File: src/rtl/arithmetic_addsub_seq_if.sv
// Request/response bundle for the chunked adder/subtractor.
// Request side: in_valid/in_ready; response side: out_valid/out_ready.
// master issues requests and consumes results; slave is the adder itself.
interface arithmetic_addsub_seq_if #(
  parameter int BIT_WIDTH = 32
);
  logic                 in_valid;
  logic                 in_ready;
  logic [BIT_WIDTH-1:0] a;
  logic [BIT_WIDTH-1:0] b;
  logic                 sub_mode;
  logic                 use_carry;
  logic                 in_carry;
  logic                 out_valid;
  logic                 out_ready;
  logic [BIT_WIDTH-1:0] sum;
  logic                 carry;
  logic                 overflow;
  logic                 zero;
  logic                 negative;

  modport master (
    output in_valid, a, b, sub_mode, use_carry, in_carry, out_ready,
    input  in_ready, out_valid, sum, carry, overflow, zero, negative
  );

  modport slave (
    input  in_valid, a, b, sub_mode, use_carry, in_carry, out_ready,
    output in_ready, out_valid, sum, carry, overflow, zero, negative
  );
endinterface

File: src/rtl/arithmetic_addsub_seq.sv
// Sequential add/subtract, CHUNK_WIDTH bits per cycle, with carry/overflow/zero/negative flags.
// Latency: out_valid rises NUM_CHUNKS cycles after the accepting edge.
// Backpressure: one operation in flight; result held in DONE until out_ready, in_ready only in IDLE.
module arithmetic_addsub_seq #(
  parameter int BIT_WIDTH   = 32,
  parameter int CHUNK_WIDTH = 8
) (
  input  logic                  clk,
  input  logic                  reset,
  arithmetic_addsub_seq_if.slave bus
);
  localparam int NUM_CHUNKS = BIT_WIDTH / CHUNK_WIDTH;
  localparam int IDX_W      = (NUM_CHUNKS > 1) ? $clog2(NUM_CHUNKS) : 1;
  localparam logic [IDX_W-1:0]     LAST_IDX   = IDX_W'(NUM_CHUNKS - 1);
  localparam logic [BIT_WIDTH-1:0] CHUNK_ONES = BIT_WIDTH'({CHUNK_WIDTH{1'b1}});

  if ((BIT_WIDTH % CHUNK_WIDTH) != 0) begin : g_width_check
    $error("BIT_WIDTH must be a multiple of CHUNK_WIDTH");
  end

  typedef enum logic [1:0] {IDLE, BUSY, DONE} state_t;
  state_t state_q, state_d;

  // operands captured at accept; b is stored already inverted for subtraction
  logic [BIT_WIDTH-1:0]   a_q, bx_q;
  logic [BIT_WIDTH-1:0]   work_q, work_d;   // partial result, never exposed
  logic [IDX_W-1:0]       idx_q;
  logic                   carry_q;          // running carry between chunks
  logic                   last_chunk;

  // result registers, only written when entering DONE
  logic [BIT_WIDTH-1:0]   sum_q;
  logic                   carry_out_q, overflow_q, zero_q, negative_q;

  logic [31:0]            shift;
  logic [CHUNK_WIDTH-1:0] a_chunk, b_chunk;
  logic [CHUNK_WIDTH:0]   chunk_sum;
  logic                   msb_carry_in;

  assign last_chunk = (idx_q == LAST_IDX);

  // state register
  always_ff @(posedge clk) begin
    if (reset) state_q <= IDLE;
    else       state_q <= state_d;
  end

  // next state and handshake outputs; DONE always returns to IDLE so no same-cycle re-accept
  always_comb begin
    state_d       = state_q;
    bus.in_ready  = 1'b0;
    bus.out_valid = 1'b0;
    case (state_q)
      IDLE: begin
        bus.in_ready = 1'b1;
        if (bus.in_valid) state_d = BUSY;
      end
      BUSY: begin
        if (last_chunk) state_d = DONE;
      end
      DONE: begin
        bus.out_valid = 1'b1;
        if (bus.out_ready) state_d = IDLE;
      end
      default: state_d = IDLE;
    endcase
  end

  // one chunk of the ripple: select chunk idx, add with running carry, merge into partial result
  always_comb begin
    shift        = 32'(idx_q) * 32'(CHUNK_WIDTH);
    a_chunk      = CHUNK_WIDTH'(a_q >> shift);
    b_chunk      = CHUNK_WIDTH'(bx_q >> shift);
    chunk_sum    = {1'b0, a_chunk} + {1'b0, b_chunk} + {{CHUNK_WIDTH{1'b0}}, carry_q};
    work_d       = (work_q & ~(CHUNK_ONES << shift))
                 | (BIT_WIDTH'(chunk_sum[CHUNK_WIDTH-1:0]) << shift);
    // carry into the top bit recovered from its sum bit and operand bits
    msb_carry_in = work_d[BIT_WIDTH-1] ^ a_q[BIT_WIDTH-1] ^ bx_q[BIT_WIDTH-1];
  end

  // operand capture, chunk iteration, and result/flag update on the final chunk
  always_ff @(posedge clk) begin
    if (reset) begin
      a_q         <= '0;
      bx_q        <= '0;
      work_q      <= '0;
      idx_q       <= '0;
      carry_q     <= 1'b0;
      sum_q       <= '0;
      carry_out_q <= 1'b0;
      overflow_q  <= 1'b0;
      zero_q      <= 1'b0;
      negative_q  <= 1'b0;
    end else begin
      case (state_q)
        IDLE: begin
          if (bus.in_valid) begin
            a_q     <= bus.a;
            bx_q    <= bus.b ^ {BIT_WIDTH{bus.sub_mode}};
            carry_q <= bus.use_carry ? bus.in_carry : bus.sub_mode;
            idx_q   <= '0;
            work_q  <= '0;
          end
        end
        BUSY: begin
          work_q  <= work_d;
          carry_q <= chunk_sum[CHUNK_WIDTH];
          idx_q   <= last_chunk ? '0 : idx_q + 1'b1;
          if (last_chunk) begin
            sum_q       <= work_d;
            carry_out_q <= chunk_sum[CHUNK_WIDTH];
            overflow_q  <= msb_carry_in ^ chunk_sum[CHUNK_WIDTH];
            zero_q      <= (work_d == '0);
            negative_q  <= work_d[BIT_WIDTH-1];
          end
        end
        default: ;
      endcase
    end
  end

  assign bus.sum      = sum_q;
  assign bus.carry    = carry_out_q;
  assign bus.overflow = overflow_q;
  assign bus.zero     = zero_q;
  assign bus.negative = negative_q;

endmodule
File: src/flat_wrapper.sv
// flat-port wrapper written by rule: the top's interface ports become plain ports
module arithmetic_addsub_seq_flat 
#(
  parameter int BIT_WIDTH   = 32,
  parameter int CHUNK_WIDTH = 8
)
  (clk, reset, bus_in_valid, bus_a, bus_b, bus_sub_mode, bus_use_carry, bus_in_carry, bus_out_ready, bus_in_ready, bus_out_valid, bus_sum, bus_carry, bus_overflow, bus_zero, bus_negative);
  arithmetic_addsub_seq_if #(.BIT_WIDTH(BIT_WIDTH)) bus_i ();
  input  logic clk;
  input  logic reset;
  input wire logic [$bits(bus_i.in_valid)-1:0] bus_in_valid;
  input wire logic [$bits(bus_i.a)-1:0] bus_a;
  input wire logic [$bits(bus_i.b)-1:0] bus_b;
  input wire logic [$bits(bus_i.sub_mode)-1:0] bus_sub_mode;
  input wire logic [$bits(bus_i.use_carry)-1:0] bus_use_carry;
  input wire logic [$bits(bus_i.in_carry)-1:0] bus_in_carry;
  input wire logic [$bits(bus_i.out_ready)-1:0] bus_out_ready;
  output wire logic [$bits(bus_i.in_ready)-1:0] bus_in_ready;
  output wire logic [$bits(bus_i.out_valid)-1:0] bus_out_valid;
  output wire logic [$bits(bus_i.sum)-1:0] bus_sum;
  output wire logic [$bits(bus_i.carry)-1:0] bus_carry;
  output wire logic [$bits(bus_i.overflow)-1:0] bus_overflow;
  output wire logic [$bits(bus_i.zero)-1:0] bus_zero;
  output wire logic [$bits(bus_i.negative)-1:0] bus_negative;
  assign bus_i.in_valid = bus_in_valid;
  assign bus_i.a = bus_a;
  assign bus_i.b = bus_b;
  assign bus_i.sub_mode = bus_sub_mode;
  assign bus_i.use_carry = bus_use_carry;
  assign bus_i.in_carry = bus_in_carry;
  assign bus_i.out_ready = bus_out_ready;
  assign bus_in_ready = bus_i.in_ready;
  assign bus_out_valid = bus_i.out_valid;
  assign bus_sum = bus_i.sum;
  assign bus_carry = bus_i.carry;
  assign bus_overflow = bus_i.overflow;
  assign bus_zero = bus_i.zero;
  assign bus_negative = bus_i.negative;
  arithmetic_addsub_seq #(.BIT_WIDTH(BIT_WIDTH), .CHUNK_WIDTH(CHUNK_WIDTH)) u_core (.clk(clk), .reset(reset), .bus(bus_i));
endmodule
File: config.mk
export PLATFORM = sky130hd
export DESIGN_NAME = arithmetic_addsub_seq_flat
export DESIGN_NICKNAME = d
export VERILOG_FILES = /design/src/rtl/arithmetic_addsub_seq_if.sv /design/src/rtl/arithmetic_addsub_seq.sv /design/src/flat_wrapper.sv
export SDC_FILE = /design/constraint.sdc
export NUM_CORES = 1
export LEC_CHECK = 0
export BUFFER_PORTS_ARGS = -buffer_cell sky130_fd_sc_hd__buf_2
export CAP_MARGIN = 0
export CORE_MARGIN = 4
export CORE_UTILIZATION = 40
export DETAILED_ROUTE_END_ITERATION = 6
export MAX_ROUTING_LAYER = met4
export SETUP_SLACK_MARGIN = 0.5
export SYNTH_ARGS = -nofsm -noshare
export SYNTH_HDL_FRONTEND = slang
export SYNTH_SLANG_ARGS = --single-unit
File: constraint.sdc
create_clock -name clk -period 2.9 [get_ports clk]
set_input_delay 0.435 -clock clk [delete_from_list [all_inputs] [get_ports clk]]
set_output_delay 0.435 -clock clk [all_outputs]
set_load 0.1 [all_outputs]
==> flow_summary.ini, run 1 <==
[outcome]
status = finished, violations left
violations = setup timing

[logic_synthesis]
ys_seq_area_frac = 0.430
yosys_register_bits = 129
syn_inst = 674
synthesis.area_um2 = 6000
synth-compound-area-share = 0.198
synth_warnings = 0
synth_cell_types = 59
avgSynthCellArea_um2 = 8.90
synth_xor_area_frac = 0.0621
synth_adder_area_share = 0.0296
synth_top_family_by_area = compound AO/OA/AOI/OAI gates
synthArstFlopShare = 0
ys.flop_type = dfxtp_1
synth_nets = 758
synthMuxAreaShare = 0.0634
synth-edff-count = 0
synthSimpleGateAreaFrac = 0.167

[placed_design]
gp_congestion = 0.834
hpwl_um = 11300
io_buffer_count = 108
post_dp_cell_area_um2 = 6730

[routing]
drt.antenna.violating_nets = 0
drc = 0
post_drt_wl_per_cell_um = 17.1
dr.pass1.iters = 5
vias = 5340
routed_wl_um = 16900
vias_per_cell = 5.40
drtIter0Drc = 333

[cts]
numCtsBuffers = 17
cts_max_level = 4
cts_root_buf = clkbuf_16
clk_latency_ps = 420
cts_max_path_buffers = 2
clkTransAtPathRegs_ps = 60
cts_sinks = 129
cts_tree = built

[setup_path]
endpoint_kind = flip-flop
cp_max_fo = 5
cp_slowest_cell = mux4_2
worstPathArrival_ps = 3290
crit_required_ps = 3200
crit_type = reg2reg
start_kind = flip-flop
r2r_slack_ps = -90
cp_common_cell = fa_2
path_cells = mux4_2 -> fa_2 -> fa_2 -> a21o_4 -> a21oi_1 -> xnor2_2 -> a22oi_1 -> o21a_1 -> nor2_1
max_stage_delay_ps = 520

[sta]
rsz0062_at_grt = yes
fin_crit_sh = 1.03
worst_pin_slew_ps = 709
period_needed_ps = 2990
setup_tns_ps = -746
setup_slack_ps = -85.2
relSlewSlack = 0.525
hold_viol = 0
max_clock_freq_ghz = 0.335
finClkSkew_ps = 9.86
maxSlewViolCount = 0
setup_viol = 14

[floorplan]
die_area_um2 = 17000
die-height_um = 130
core-area_um2 = 14600
die_x_um = 130
io_pins = 109
initial_core_util = 0.411
num_rows = 44

[power_and_ir_drop]
power_frac_clock = 0.447
cellPowerDensity_nw_per_um2 = 640
p_sw_frac = 0.263
irDropWorstVdd_mv = 0.380
p_sw_mw = 1.34
p_leak_nw = 3.07
seqPwrFrac = 0.375
power.internal_mw = 3.75
p_comb_frac = 0.179

[global_routing]
antenna_found_initial = 0
grt_pass1_vias = 5209
grt_pass1_wl_um = 26800
globalRouteOverflowTotal = 0
grt.total_usage = 0.207
grt_max_degree = 89

[finish]
final_common_cell = dfxtp_1
final_cell_mix = dfxtp_1 (127), buf_2 (107), nand2_1 (97), nor2_1 (85), a21oi_1 (57)
fin_area_um2 = 7950
final_nets = 875
area_growth_pct = 32.4
antennaDiodeCount = 0
drive_gt1_frac = 0.326

[job]
maxCapViolCount = 0

[worst_hold_path]
holdCritPathClass = in2reg
[cell usage after synthesis (all sizes together), types with 3 or more instances]
master	count	share of area
dfxtp	129	0.43
nand2	99	0.062
nor2	88	0.055
a21oi	63	0.053
a211oi	45	0.056
clkbuf	38	0.027
xnor2	36	0.055
nand3	22	0.018
buf	18	0.017
mux4	16	0.060
a22oi	15	0.020
ha	11	0.023
nor3	11	0.0092
a22o	10	0.015
a31oi	10	0.010
inv	7	0.0044
nor2b	6	0.0063
a221oi	4	0.0079
o21ai	4	0.0033
xor2	4	0.0071
o211ai	3	0.0046
[per-layer routing]
layer	share of wire	global-route usage	routed length, um
met5	0	-	0
met3	0.050	0.0500	839
met2	0.50	0.340	8430
met4	0.033	0.0792	551
met1	0.42	0.247	7030
[sequential cells by signal, indices dropped and copies added (netlist names)]
signal               flops
u_core.bus.sum          31
u_core.a_q              32
u_core.carry_q           1
u_core.work_q           25
u_core.bus.carry         1
u_core.state_q           2
u_core.bus.zero          1
u_core.bx_q             32
u_core.bus.overflow      1
u_core.bus.negative      1
u_core.idx_q             2
[worst max-delay path: cells and delay by family (launching register included)]
| kind | cells | cell delay [ps] |
|---|---|---|
| adder cells (fa/ha/maj) | 2 | 780 |
| AND/OR/NAND/NOR | 1 | 30 |
| flip-flops | 1 | 360 |
| XOR/XNOR | 1 | 190 |
| AO/OA/AOI/OAI | 4 | 970 |
| multiplexers | 1 | 520 |
[metrics by stage]
| step | setup slack, ps | util | instances | hold slack, ps | total power, mW |
|---|---|---|---|---|---|
| 2_1_floorplan | 40.4 | - | 674 | 433 | 2.42 |
| 3_3_place_gp | 61.9 | 0.461 | 929 | 440 | 2.62 |
| 3_5_place_dp | 9.97 | 0.461 | 929 | 443 | 2.64 |
| 4_1_cts | -17.2 | 0.533 | 981 | 234 | 5.04 |
| 5_1_grt | -146 | 0.545 | 988 | 237 | 5.27 |
| 6_report | -85.2 | 0.545 | 988 | 247 | 5.08 |
[power groups by stage]
| stage | Clock, mW | Combinational, mW | Sequential [mW] |
|---|---|---|---|
| floorplan | 0 | 0.487 | 1.93 |
| global placement | 0 | 0.686 | 1.94 |
| detailed placement | 0 | 0.695 | 1.94 |
| CTS | 2.30 | 0.838 | 1.90 |
| global route | 2.38 | 0.975 | 1.91 |
| finish | 2.27 | 0.908 | 1.91 |
[cells by family after synthesis]
logic type                 after synthesis
AOI/OAI and AO/OA                      172
DFF                                    129
adders and majority gates               13
and+or+nand+nor                        238
buffers and inverters                   64
muxes                                   18
xor gates and xnor gates                40
[area by class of cell]
class	count	area (um^2)
Clock buffer	21	492
Clock inverter	11	149
Fill cell	1260	6640
Inverter	7	26.3
Multi-Input combinational cell	481	3450
Sequential cell	129	2590
Tap cell	184	230
Timing Repair Buffer	155	1000
[path summary, 6_finish.rpt]
kind                     startpoint                end  depth (start not counted)
hold / removal             bus_a[7]      u_core.a_q[7]                          3
hold reg to reg   u_core.bus.sum[4]  u_core.bus.sum[4]                          2
setup reg to reg    u_core.idx_q[0]  u_core.work_q[12]                          9
setup / recovery    u_core.idx_q[0]  u_core.work_q[12]                          9
[repair_timing]
action	in CTS	in global routing
pin swaps	18	12
hold buffers	0	0
resized for setup	42	21
setup buffers	20	7
setup endpoints to repair	48	52
gates cloned	0	0
Power figures use the tool's default switching activity.
==> run 2: changes to the inputs <==
CORE_UTILIZATION = 30   (was 40)
==> flow_summary.ini, run 2 (synthesis results as in run 1) <==
[outcome]
status = complete, no violations

[global_routing]
antenna_found_initial = 0
grt_max_degree = 64
grt_pass1_wl_um = 26200
globalRouteOverflowTotal = 0
grt_pass1_vias = 4866
grt.total_usage = 0.154

[finish]
final_nets = 861
antennaDiodeCount = 0
final_util = 0.394
final_cell_mix = dfxtp_1 (127), buf_2 (107), nand2_1 (97), nor2_1 (84), a21oi_1 (61)
area_growth_pct = 28.6
final_common_cell = dfxtp_1
fin_area_um2 = 7710
drive_gt1_frac = 0.295

[floorplan]
core-area_um2 = 19600
die_x_um = 149
initial_core_util = 0.306
die_area_um2 = 22300
io_pins = 109
die-height_um = 149
num_rows = 51

[sta]
rsz0062_at_grt = yes
setup_viol = 0
setup_slack_ps = 23.3
finClkSkew_ps = 10.2
hold_slack_ps = 249
hold_viol = 0
period_needed_ps = 2880
maxSlewViolCount = 0
relSlewSlack = 0.563
max_clock_freq_ghz = 0.348
worst_pin_slew_ps = 653
fin_crit_sh = 0.992

[routing]
vias_per_cell = 4.85
dr.pass1.iters = 5
vias = 5114
post_drt_wl_per_cell_um = 15.8
drtIter0Drc = 412
drt.antenna.violating_nets = 0
drc = 0
routed_wl_um = 16600

[setup_path]
endpoint_kind = flip-flop
crit_type = reg2reg
crit_required_ps = 3230
cp_max_fo = 3
r2r_slack_ps = 20
r2r_start = u_core.idx_q[1]
start_kind = flip-flop
worstPathArrival_ps = 3200
r2r_end = u_core.bus.overflow
reg2reg_depth = 9

[cts]
cts_root_buf = clkbuf_16
clkTransAtPathRegs_ps = 50
cts_tree = built
numCtsBuffers = 17
cts_max_path_buffers = 2
clk_latency_ps = 420
cts_max_level = 4
cts_sinks = 129

[placed_design]
hpwl_um = 11400
io_buffer_count = 108
place_ws_ps = 20.9
post_dp_cell_area_um2 = 6870
gp_congestion = 0.800

[power_and_ir_drop]
cellPowerDensity_nw_per_um2 = 623
irDropWorstVdd_mv = 0.377
finalPower_mw = 4.81
p_leak_nw = 2.97

[worst_hold_path]
hold_depth = 3
holdCritPathClass = in2reg
hold-path-endpoint = u_core.a_q[29]
min_from = bus_a[29]

[job]
maxCapViolCount = 0
==> run 2: cell types whose count changed in the layout (fill, tap and decap cells not counted), moves of 3 or more <==
cell,change
a22oi_2,+3
a21oi_1,+4
nand3_4,-3
a22oi_1,-3
buf_6,-13
nand3_1,+4
a21oi_2,-4
clkinvlp_4,-3
clkbuf_1,+6
==> run 2: final cells by class <==
class | count | area (um^2)
flip-flops and latches | 129 | 2590
well taps | 265 | 332
inverters | 7 | 26.3
repair buffers | 141 | 856
clock inverters | 4 | 73.8
multi-input cells | 481 | 3330
fillers | 1969 | 11900
clock buffers | 27 | 503
==> run 2: timing repair <==
item / 4_1_cts / 5_1_grt
buffers inserted: 4 / 6
gates resized for setup: 9 / 23
pin swaps: 13 / 13
setup endpoints to repair: 48 / 52
hold buffers: 0 / 0
==> run 2: report_power, final <==
part	switching (mW)	internal (mW)	leakage (nW)
logic	0.457	0.348	1.63
clock network	0.750	1.35	0.282
registers	0.0479	1.85	1.05
total	1.25	3.55	2.97
==> run 2: how the worst max path moves through the flow <==
| stage | start | to | slack, ps | cells past startpoint |
|---|---|---|---|---|
| CTS | u_core.idx_q[1] | u_core.bus.zero | 20 | 8 |
| floorplan | u_core.idx_q[0] | u_core.bus.overflow | 40 | 10 |
| global route | u_core.idx_q[1] | u_core.bus.zero | -100 | 8 |
| finish | u_core.idx_q[1] | u_core.bus.overflow | 20 | 9 |
| global placement | u_core.idx_q[0] | u_core.bus.sum[6] | 60 | 9 |
| detailed placement | u_core.idx_q[0] | u_core.work_q[12] | 20 | 9 |
==> run 2: worst max-delay path, cell delays in order, from the launching register on <==
cell	delay, ps
dfxtp_4	370
mux4_2	510
fa_2	400
fa_2	370
a21o_4	240
a221oi_2	230
o21ba_2	210
xnor2_2	120
a21oi_1	70
o41ai_2	260
==> run 2: routing by layer <==
| layer | vias up | wire, um | track usage |
|---|---|---|---|
| li1 | 2592 | - | - |
| met1 | 2365 | 7800 | 0.206 |
| met2 | 137 | 7750 | 0.234 |
| met3 | 20 | 875 | 0.0336 |
| met4 | 0 | 208 | 0.0462 |
| met5 | - | 0 | - |
==> run 2: stage by stage <==
| stage | setup TNS [ps] | cells |
|---|---|---|
| after global routing | -485 | 1054 |
| after CTS | 0 | 1048 |
| after detailed placement | 0 | 1013 |
| after global placement | 0 | 1013 |
| after floorplan | 0 | 674 |
| final | 0 | 1054 |
==> run 3: changes to the inputs <==
REMOVE_ABC_BUFFERS = 1   (was not set)
==> flow_summary.ini, run 3 (synthesis results as in run 1) <==
[outcome]
status = complete, no violations

[power_and_ir_drop]
cellPowerDensity_nw_per_um2 = 631
finalPower_mw = 4.95
irDropWorstVdd_mv = 0.458
p_leak_nw = 3.07

[sta]
period_needed_ps = 2870
fin_crit_sh = 0.988
finClkSkew_ps = 8.18
max_clock_freq_ghz = 0.349
rsz0062_at_grt = yes
setup_slack_ps = 34.3
hold_viol = 0
setup_viol = 0
relSlewSlack = 0.437
maxSlewViolCount = 0
worst_pin_slew_ps = 842

[placed_design]
dp_cells = 1027
hpwl_um = 11200
post_dp_cell_area_um2 = 6910
io_buffer_count = 108
gp_congestion = 0.762
place_ws_ps = -92.0

[setup_path]
cp_common_cell = fa_2
endpoint_kind = flip-flop
cp_max_fo = 6
r2r_end = u_core.bus.sum[6]
max_stage_delay_ps = 520
start_kind = flip-flop
worstPathArrival_ps = 3220
crit_required_ps = 3250
r2r_start = u_core.idx_q[1]
crit_type = reg2reg
reg2reg_depth = 9
cp_slowest_cell = mux4_2
path_cells = mux4_2 -> fa_2 -> fa_2 -> a21o_4 -> a221oi_4 -> xnor2_4 -> a22o_1 -> nor2_1 -> nor3_1
r2r_slack_ps = 30

[global_routing]
grt_max_degree = 97
antenna_found_initial = 0
globalRouteOverflowTotal = 0
grt_pass1_vias = 4866
grt.total_usage = 0.150
grt_pass1_wl_um = 25400

[worst_hold_path]
holdCritPathClass = in2reg
min_from = bus_a[13]
hold-path-endpoint = u_core.a_q[13]
hold_depth = 3

[cts]
clk_latency_ps = 420
clkTransAtPathRegs_ps = 60
numCtsBuffers = 17
cts_max_path_buffers = 2
cts_sinks = 129
cts_tree = built
holdBufCountCts = 0
cts_max_level = 4
cts_root_buf = clkbuf_16

[routing]
drtIter0Drc = 264
drt.antenna.violating_nets = 0
vias_per_cell = 4.81
post_drt_wl_per_cell_um = 15.2
vias = 5143
dr.pass1.iters = 4
routed_wl_um = 16200
drc = 0

[finish]
final_common_cell = dfxtp_1
layout.cells.non_filler = 1070
final_cell_mix = dfxtp_1 (127), buf_2 (107), nand2_1 (96), nor2_1 (86), a21oi_1 (57)
antennaDiodeCount = 0
drive_gt1_frac = 0.316
n_fill_cell = 1996
final_nets = 876
fin_area_um2 = 7850
area_growth_pct = 30.8

[floorplan]
io_pins = 109
die-height_um = 149
initial_core_util = 0.306
die_x_um = 149
num_rows = 51
die_area_um2 = 22300
core-area_um2 = 19600

[job]
maxCapViolCount = 0
## run 3: cell types whose count changed in the layout (fill, tap and decap cells not counted), moves of 3 or more
cell / delta
a21oi_1: -4
clkinv_2: +4
a21oi_2: +3
buf_6: +4
clkbuf_1: -4
buf_4: +12
## run 3: critical path: cells and delay by family, from the launching register on
family | cells | cell delay (ps)
multiplexers | 1 | 520
AO/OA/AOI/OAI | 3 | 760
adder cells (fa/ha/maj) | 2 | 780
XOR/XNOR | 1 | 190
AND/OR/NAND/NOR | 2 | 220
flip-flops | 1 | 340
## run 3: where the power goes
| group | switching [mW] | internal [mW] | total, mW | leakage [nW] |
|---|---|---|---|---|
| combinational | 0.459 | 0.401 | 0.860 | 1.72 |
| sequential | 0.0450 | 1.85 | 1.90 | 1.05 |
| clock | 0.776 | 1.41 | 2.19 | 0.300 |
| total | 1.28 | 3.67 | 4.95 | 3.07 |
## run 3: worst max-delay path by stage
stage                            from                 to  slack (ps)  depth (start not counted)
global route          u_core.idx_q[1]  u_core.bus.sum[6]        -100                          9
global placement      u_core.idx_q[1]  u_core.bus.sum[6]         -60                          9
finish                u_core.idx_q[1]  u_core.bus.sum[6]          30                          9
CTS                   u_core.idx_q[1]  u_core.bus.sum[6]          30                          9
floorplan           u_core.state_q[0]  u_core.work_q[22]       -1100                          5
detailed placement    u_core.idx_q[1]  u_core.bus.sum[6]         -90                          9
## run 3: repair_timing
| item | CTS | global route |
|---|---|---|
| pin swaps | 9 | 13 |
| setup buffers | 4 | 7 |
| endpoints found under the setup margin | 52 | 52 |
| resized for setup | 22 | 23 |
## run 3: cell type report
type / count / area [um^2] / area share
multi-input cells: 481 / 3340 / 0.425
flip-flops and latches: 129 / 2580 / 0.329
repair buffers: 156 / 966 / 0.123
clock buffers: 22 / 474 / 0.0604
well taps: 265 / 332 / 0.0422
clock inverters: 10 / 131 / 0.0167
inverters: 7 / 26.3 / 0.00335
## run 3: stage by stage
step | hold WS (ps) | TNS, ps | util
3_5_place_dp | 444 | -630 | 0.353
4_1_cts | 233 | 0 | 0.392
2_1_floorplan | 427 | -86360 | -
3_3_place_gp | 439 | -249 | 0.353
6_report | 245 | 0 | 0.401
5_1_grt | 249 | -586 | 0.401
## run 3: metal layers
layer  up-vias  global-route usage  wire length [um]
met4         0              0.0449               169
met3        14              0.0427               898
met5         -                   -                 0
met2       134               0.230              7600
met1      2393               0.195              7560
li1       2602                   -                 -
